$ cat src/rtl/sha256_pkg.sv
// Shared SHA-256 constants, FSM state type and round primitives for the
// compression engine and its combinational round.
package sha256_pkg;

  localparam logic [31:0] H0_INIT = 32'h6a09e667;
  localparam logic [31:0] H1_INIT = 32'hbb67ae85;
  localparam logic [31:0] H2_INIT = 32'h3c6ef372;
  localparam logic [31:0] H3_INIT = 32'ha54ff53a;
  localparam logic [31:0] H4_INIT = 32'h510e527f;
  localparam logic [31:0] H5_INIT = 32'h9b05688c;
  localparam logic [31:0] H6_INIT = 32'h1f83d9ab;
  localparam logic [31:0] H7_INIT = 32'h5be0cd19;

  localparam logic [255:0] IV = {H0_INIT, H1_INIT, H2_INIT, H3_INIT,
                                 H4_INIT, H5_INIT, H6_INIT, H7_INIT};

  localparam logic [31:0] K [64] = '{
    32'h428a2f98, 32'h71374491, 32'hb5c0fbcf, 32'he9b5dba5,
    32'h3956c25b, 32'h59f111f1, 32'h923f82a4, 32'hab1c5ed5,
    32'hd807aa98, 32'h12835b01, 32'h243185be, 32'h550c7dc3,
    32'h72be5d74, 32'h80deb1fe, 32'h9bdc06a7, 32'hc19bf174,
    32'he49b69c1, 32'hefbe4786, 32'h0fc19dc6, 32'h240ca1cc,
    32'h2de92c6f, 32'h4a7484aa, 32'h5cb0a9dc, 32'h76f988da,
    32'h983e5152, 32'ha831c66d, 32'hb00327c8, 32'hbf597fc7,
    32'hc6e00bf3, 32'hd5a79147, 32'h06ca6351, 32'h14292967,
    32'h27b70a85, 32'h2e1b2138, 32'h4d2c6dfc, 32'h53380d13,
    32'h650a7354, 32'h766a0abb, 32'h81c2c92e, 32'h92722c85,
    32'ha2bfe8a1, 32'ha81a664b, 32'hc24b8b70, 32'hc76c51a3,
    32'hd192e819, 32'hd6990624, 32'hf40e3585, 32'h106aa070,
    32'h19a4c116, 32'h1e376c08, 32'h2748774c, 32'h34b0bcb5,
    32'h391c0cb3, 32'h4ed8aa4a, 32'h5b9cca4f, 32'h682e6ff3,
    32'h748f82ee, 32'h78a5636f, 32'h84c87814, 32'h8cc70208,
    32'h90befffa, 32'ha4506ceb, 32'hbef9a3f7, 32'hc67178f2
  };

  typedef enum logic [1:0] {IDLE, LOAD, ROUND, ADD} state_t;

  // Working variables a..h; a occupies the top word so the struct lines up with {H0..H7}.
  typedef struct packed {
    logic [31:0] a, b, c, d, e, f, g, h;
  } work_t;

  function automatic logic [31:0] rotr(input logic [31:0] x, input int n);
    return (x >> n) | (x << (32 - n));
  endfunction

  function automatic logic [31:0] ch(input logic [31:0] x, input logic [31:0] y,
                                     input logic [31:0] z);
    return (x & y) ^ (~x & z);
  endfunction

  function automatic logic [31:0] maj(input logic [31:0] x, input logic [31:0] y,
                                      input logic [31:0] z);
    return (x & y) ^ (x & z) ^ (y & z);
  endfunction

  function automatic logic [31:0] sig0(input logic [31:0] x);
    return rotr(x, 2) ^ rotr(x, 13) ^ rotr(x, 22);
  endfunction

  function automatic logic [31:0] sig1(input logic [31:0] x);
    return rotr(x, 6) ^ rotr(x, 11) ^ rotr(x, 25);
  endfunction

endpackage

$ cat src/rtl/sha256_round.sv
// One combinational SHA-256 round: maps a..h plus K[t] and W_t to the next a..h.
module sha256_round
  import sha256_pkg::*;
(
  input  work_t       cur,
  input  logic [31:0] k,
  input  logic [31:0] w,
  output work_t       nxt
);

  logic [31:0] t1;
  logic [31:0] t2;

  always_comb begin
    t1 = cur.h + sig1(cur.e) + ch(cur.e, cur.f, cur.g) + k + w;
    t2 = sig0(cur.a) + maj(cur.a, cur.b, cur.c);
    nxt.a = t1 + t2;
    nxt.b = cur.a;
    nxt.c = cur.b;
    nxt.d = cur.c;
    nxt.e = cur.d + t1;
    nxt.f = cur.e;
    nxt.g = cur.f;
    nxt.h = cur.g;
  end

endmodule

$ cat src/rtl/sha256_compress.sv
// SHA-256 compression engine: drives the message schedule, runs the rounds on
// a..h and folds the result into the chaining value H0..H7.
module sha256_compress
  import sha256_pkg::*;
#(
  parameter int NROUNDS = 64
) (
  input  logic         clk,
  input  logic         rst_b,
  input  logic         start,
  input  logic         first,
  input  logic [511:0] blk,
  input  logic [31:0]  m0,
  output logic [511:0] blk_out,
  output logic         ld_mreg,
  output logic         upd_mreg,
  output logic         ready,
  output logic         done,
  output logic [255:0] digest
);

  state_t         state;
  logic           first_flag;
  logic [6:0]     t;
  work_t          work;
  work_t          work_nxt;
  work_t          h_reg;
  logic [255:0]   base;
  logic [255:0]   sum;

  sha256_round u_round (
    .cur (work),
    .k   (K[t[5:0]]),
    .w   (m0),
    .nxt (work_nxt)
  );

  assign base   = first_flag ? IV : h_reg;
  assign digest = h_reg;

  always_comb begin
    sum = '0;
    for (int i = 0; i < 8; i++) begin
      sum[32*i +: 32] = base[32*i +: 32] + work[32*i +: 32];
    end
  end

  // Schedule controls are registered and switched on the transition into the
  // state that needs them, so they line up exactly with LOAD and ROUND.
  always_ff @(posedge clk) begin
    if (rst_b) begin
      state      <= IDLE;
      ready      <= 1'b1;
      done       <= 1'b0;
      ld_mreg    <= 1'b0;
      upd_mreg   <= 1'b0;
      h_reg      <= work_t'(IV);
      work       <= '0;
      t          <= '0;
      blk_out    <= '0;
      first_flag <= 1'b0;
    end else begin
      case (state)
        IDLE: begin
          if (start) begin
            blk_out    <= blk;
            first_flag <= first;
            ready      <= 1'b0;
            ld_mreg    <= 1'b1;
            upd_mreg   <= 1'b1;
            state      <= LOAD;
          end
        end
        LOAD: begin
          work    <= first_flag ? work_t'(IV) : h_reg;
          t       <= '0;
          ld_mreg <= 1'b0;
          state   <= ROUND;
        end
        ROUND: begin
          work <= work_nxt;
          t    <= t + 7'd1;
          if (t == 7'(NROUNDS - 1)) begin
            upd_mreg <= 1'b0;
            done     <= 1'b1;
            state    <= ADD;
          end
        end
        ADD: begin
          h_reg <= work_t'(sum);
          done  <= 1'b0;
          ready <= 1'b1;
          state <= IDLE;
        end
        default: state <= IDLE;
      endcase
    end
  end

endmodule

$ cat config.mk
export PLATFORM = sky130hd
export DESIGN_NAME = sha256_compress
export DESIGN_NICKNAME = d
export VERILOG_FILES = /design/src/rtl/sha256_pkg.sv /design/src/rtl/sha256_round.sv /design/src/rtl/sha256_compress.sv
export SDC_FILE = /design/constraint.sdc
export NUM_CORES = 2
export LEC_CHECK = 0
export ABC_AREA = 1
export CORE_AREA = 10 10 509 511
export DETAILED_ROUTE_END_ITERATION = 6
export DIE_AREA = 0 0 519 521
export SLEW_MARGIN = 20
export SYNTH_ARGS = -nofsm -noshare
export SYNTH_HDL_FRONTEND = slang
export SYNTH_SLANG_ARGS = --single-unit
$ cat constraint.sdc
create_clock -name clk -period 18.23 [get_ports clk]
set_input_delay 3.646 -clock clk [delete_from_list [all_inputs] [get_ports clk]]
set_output_delay 3.646 -clock clk [all_outputs]
set_load 0.01 [all_outputs]
==> summary.md <==
| Metric | Value |
|---|---|
| Outcome | finished, final reports clean |
| Number of global-route vias before repair | just under 70000 |
| WP data arrival | around 10 ns |
| Detailed Route Iter0 Violations | 8449 |
| Vias per inst | just over 5 |
| Initial antenna violation count | between 60 and 70 |
| Crit start category | input port |
| Hold/Removal Path Class | flip-flop to flip-flop |
| Most used DFF post-synth | dfxtp_1 |
| Worst stage delay on the critical path | about 0.61 ns |
| Chip height | between 500 and 600 um |
| Final Max Tran Viols | 0 |
| Drt drc | 0 |
| Pwr Total | between 20 and 25 mW |
| Worst Max-Slew Pin Slew | around 1.4 ns |
| CTS Buf Count | between 100 and 150 |
| Die area | about 270000 um^2 |
| Clock Path Buffers | 3 |
| Antenna Nets Post-Route | 0 |
| Min Clock Period, post-route | approximately 9.8 ns |
| Top post-synthesis cells by count | nand2_1, nor2_1, dfxtp_1 |
| Sum Neg Setup Slack | 0 ns |
| GRT overflow | 0 |
| Clock-pin slew on the worst setup and hold paths | 0.06 ns |
| Multi-input gate area | about 40000 um^2 |
| First-pass GRT wire length | 602000 um |
| Initial Utilization | 26.4% |
| Top post-synthesis cells by area | dfxtp_1, nand2_1, nor2_1, ha_1, o21ai_0 |
| Area Overhead vs Synth | 32.9% |
| Fmax | 102 MHz |
| Async SR Flop Fraction | 0% |
| CP endpoint kind | flip-flop |
| Yosys warnings | 0 |
| Clk_lat worst skew | 0.81 ns |
| Rows | 183 |
| Hold buffer count at cts | 0 |
| Synth top area share | a little under a third |
| CTS HTree Levels | 4 |
| CTS sink count | about 1000 |
| CP Data Required Time | about 19 ns |
| Synth Cell Area | approximately 66000 um^2 |
| Yosys cell types | 75 |
| TritonRoute pass-1 iters | 7 |
| Final net count | between 10000 and 15000 |
| Yosys top cell by area | dfxtp_1 |
| CTS root buf | clkbuf_16 |
| Post-DP Area | 82500 um^2 |
| CP Max Fanout | 6 |
| Max cap viols | 0 |
| Share of the yosys chip area belonging to registers | 31.7% |
| # fillers | around 27000 |
| Relative slew slack | under 10% |
| CTS tree | done |
| # IOs | around 1300 |
| Cts repair resizes | 0 |
| Mapped Cells | 9508 |
| Post-synth EDFFs | 0 |
| Hold Fails Final Rpt | 0 |
| Synthesized area per cell | between 6 and 7 um^2 |
| Final setup viols | 0 |
| Post-CTS Setup Inserts | 0 |
| Final Cell Area | roughly 87000 um^2 |
| Peak supply drop | 0.000291 V |
| Setup slack, reg-to-reg | 9.23 ns |
| Final Core Density | 35.2% |
| Post-DR wirelength/cell | around 32 um |
| HPWL Detailed | between 300000 and 400000 um |
| Core area | between 200000 and 250000 um^2 |
| CP Buf/Inv Count | 7 |
| Die X-Extent | 519 um |
| Pwr Density | 265 nW/um^2 |
| Critical path's slowest cell | xor2_1 |
| RSZ-0062 raised after global routing | false |
| Most frequent cell after synthesis | nand2_1 |
| Wirelength, routed | approximately 450000 um |
| Routed vias | between 70000 and 80000 |
| CP dominant cell by count | inv_1 |
| Synth Register Bits | 1038 |
| Global Route Usage Sum | 31.7% |
| GPL Wtd Cong | roughly 1.1 |
| Layout cells sized above 1 | between 6 and 7% |
| Clk_skew | approximately 0.042 ns |
| Net Count, Synth | 10600 |
| LEAKAGE | between 30 and 40 nW |
| FF+latch area | roughly 21000 um^2 |
| Crit path kind | input port to flip-flop |
| Final Cycle Share | approximately 54% |
| CP top delay family | adder cells |
| Number of I/O port buffers | 1319 |
| Largest net degree at the start of global routing | between 150 and 200 |
cell usage in the layout, fill, tap and decap left out, drive strengths merged, types with 9 or more instances in the layout:
master,instances
nand2,1593
nor2,1527
clkdlybuf4s50,1318
dfxtp,1038
inv,996
o21ai,996
a21oi,811
ha,368
nand3,290
a31oi,248
clkbuf,200
buf,175
or2,172
xor2,171
fa,135
xnor2,86
a21o,82
nor3,79
o21bai,79
a22oi,57
diode,50
nand4,37
clkinv,33
o211ai,29
a221oi,27
a211oi,25
maj3,20
o21a,20
mux2i,15
nand3b,13
mux2,13
a21boi,13
nor4,12
o221ai,11
o31ai,9
flip-flops by register name, indices dropped and copies added, names as in the netlist:
register,cells
work,256
digest,256
done,1
t,7
blk_out,512
state,2
first_flag,1
upd_mreg,1
ld_mreg,1
ready,1
through the flow:
stage                     hold slack [ns]  setup WS (ns)  cells
final                               0.474           8.42  14100
after global routing                0.501           8.07  14100
after CTS                           0.479           8.62  14100
after detailed placement            0.469           7.78  13800
after global placement              0.459           7.82  13800
after floorplan                     0.477           9.49   9508
tightest hold or removal path: cells and delay by family (launching register included):
| family | cells | cell delay [ns] |
|---|---|---|
| compound gates | 1 | 0.06 |
| flops | 1 | 0.30 |
| buf+inv | 1 | 0.06 |
area by class of cell:
| type | instances | area share [%] |
|---|---|---|
| Antenna cell | 50 | 0.143 |
| Clock buffer | 200 | 4.51 |
| Sequential cell | 1038 | 23.8 |
| Multi-Input combinational cell | 6982 | 45.0 |
| Clock inverter | 49 | 0.792 |
| Timing Repair Buffer | 1493 | 16.7 |
| Tap cell | 3330 | 4.78 |
| Inverter | 993 | 4.32 |
cell families after synthesis:
kind of cell	after synthesis	share of synthesized area, %
buf+inv	1488	8.63
flops	1038	31.7
compound gates	2442	21.2
xor+xnor	257	3.49
mux	28	0.452
fa+ha+maj	523	11.4
simple gates	3732	23.2
metal layers:
| metal | GRT usage, % | wire, um | vias up |
|---|---|---|---|
| met4 | 12.5 | 22100 | 28 |
| met1 | 43.9 | 203000 | 35300 |
| met2 | 42.0 | 170000 | 3752 |
| li1 | - | - | 33600 |
| met3 | 14.5 | 58100 | 713 |
| met5 | 0 | 545 | - |
worst paths after layout:
| path | from | endpoint | cells after the start |
|---|---|---|---|
| worst max register to register | t[1]$_SDFFE_PP0P_ | work[251]$_SDFFE_PP0P_ | 38 |
| worst min register to register | digest[160]$_SDFFE_PP0P_ | digest[160]$_SDFFE_PP0P_ | 2 |
| worst max-delay path | m0[11] | work[249]$_SDFFE_PP0P_ | 28 |
| worst min-delay path | digest[160]$_SDFFE_PP0P_ | digest[160]$_SDFFE_PP0P_ | 2 |
power by group:
part           internal [mW]  leakage [nW]  total [mW]  switching, mW
registers               2.86          8.53        3.62          0.751
clock network           1.63          2.24        2.86           1.23
logic                   5.36          26.3        16.6           11.3
(Power assumes the default switching activity.)
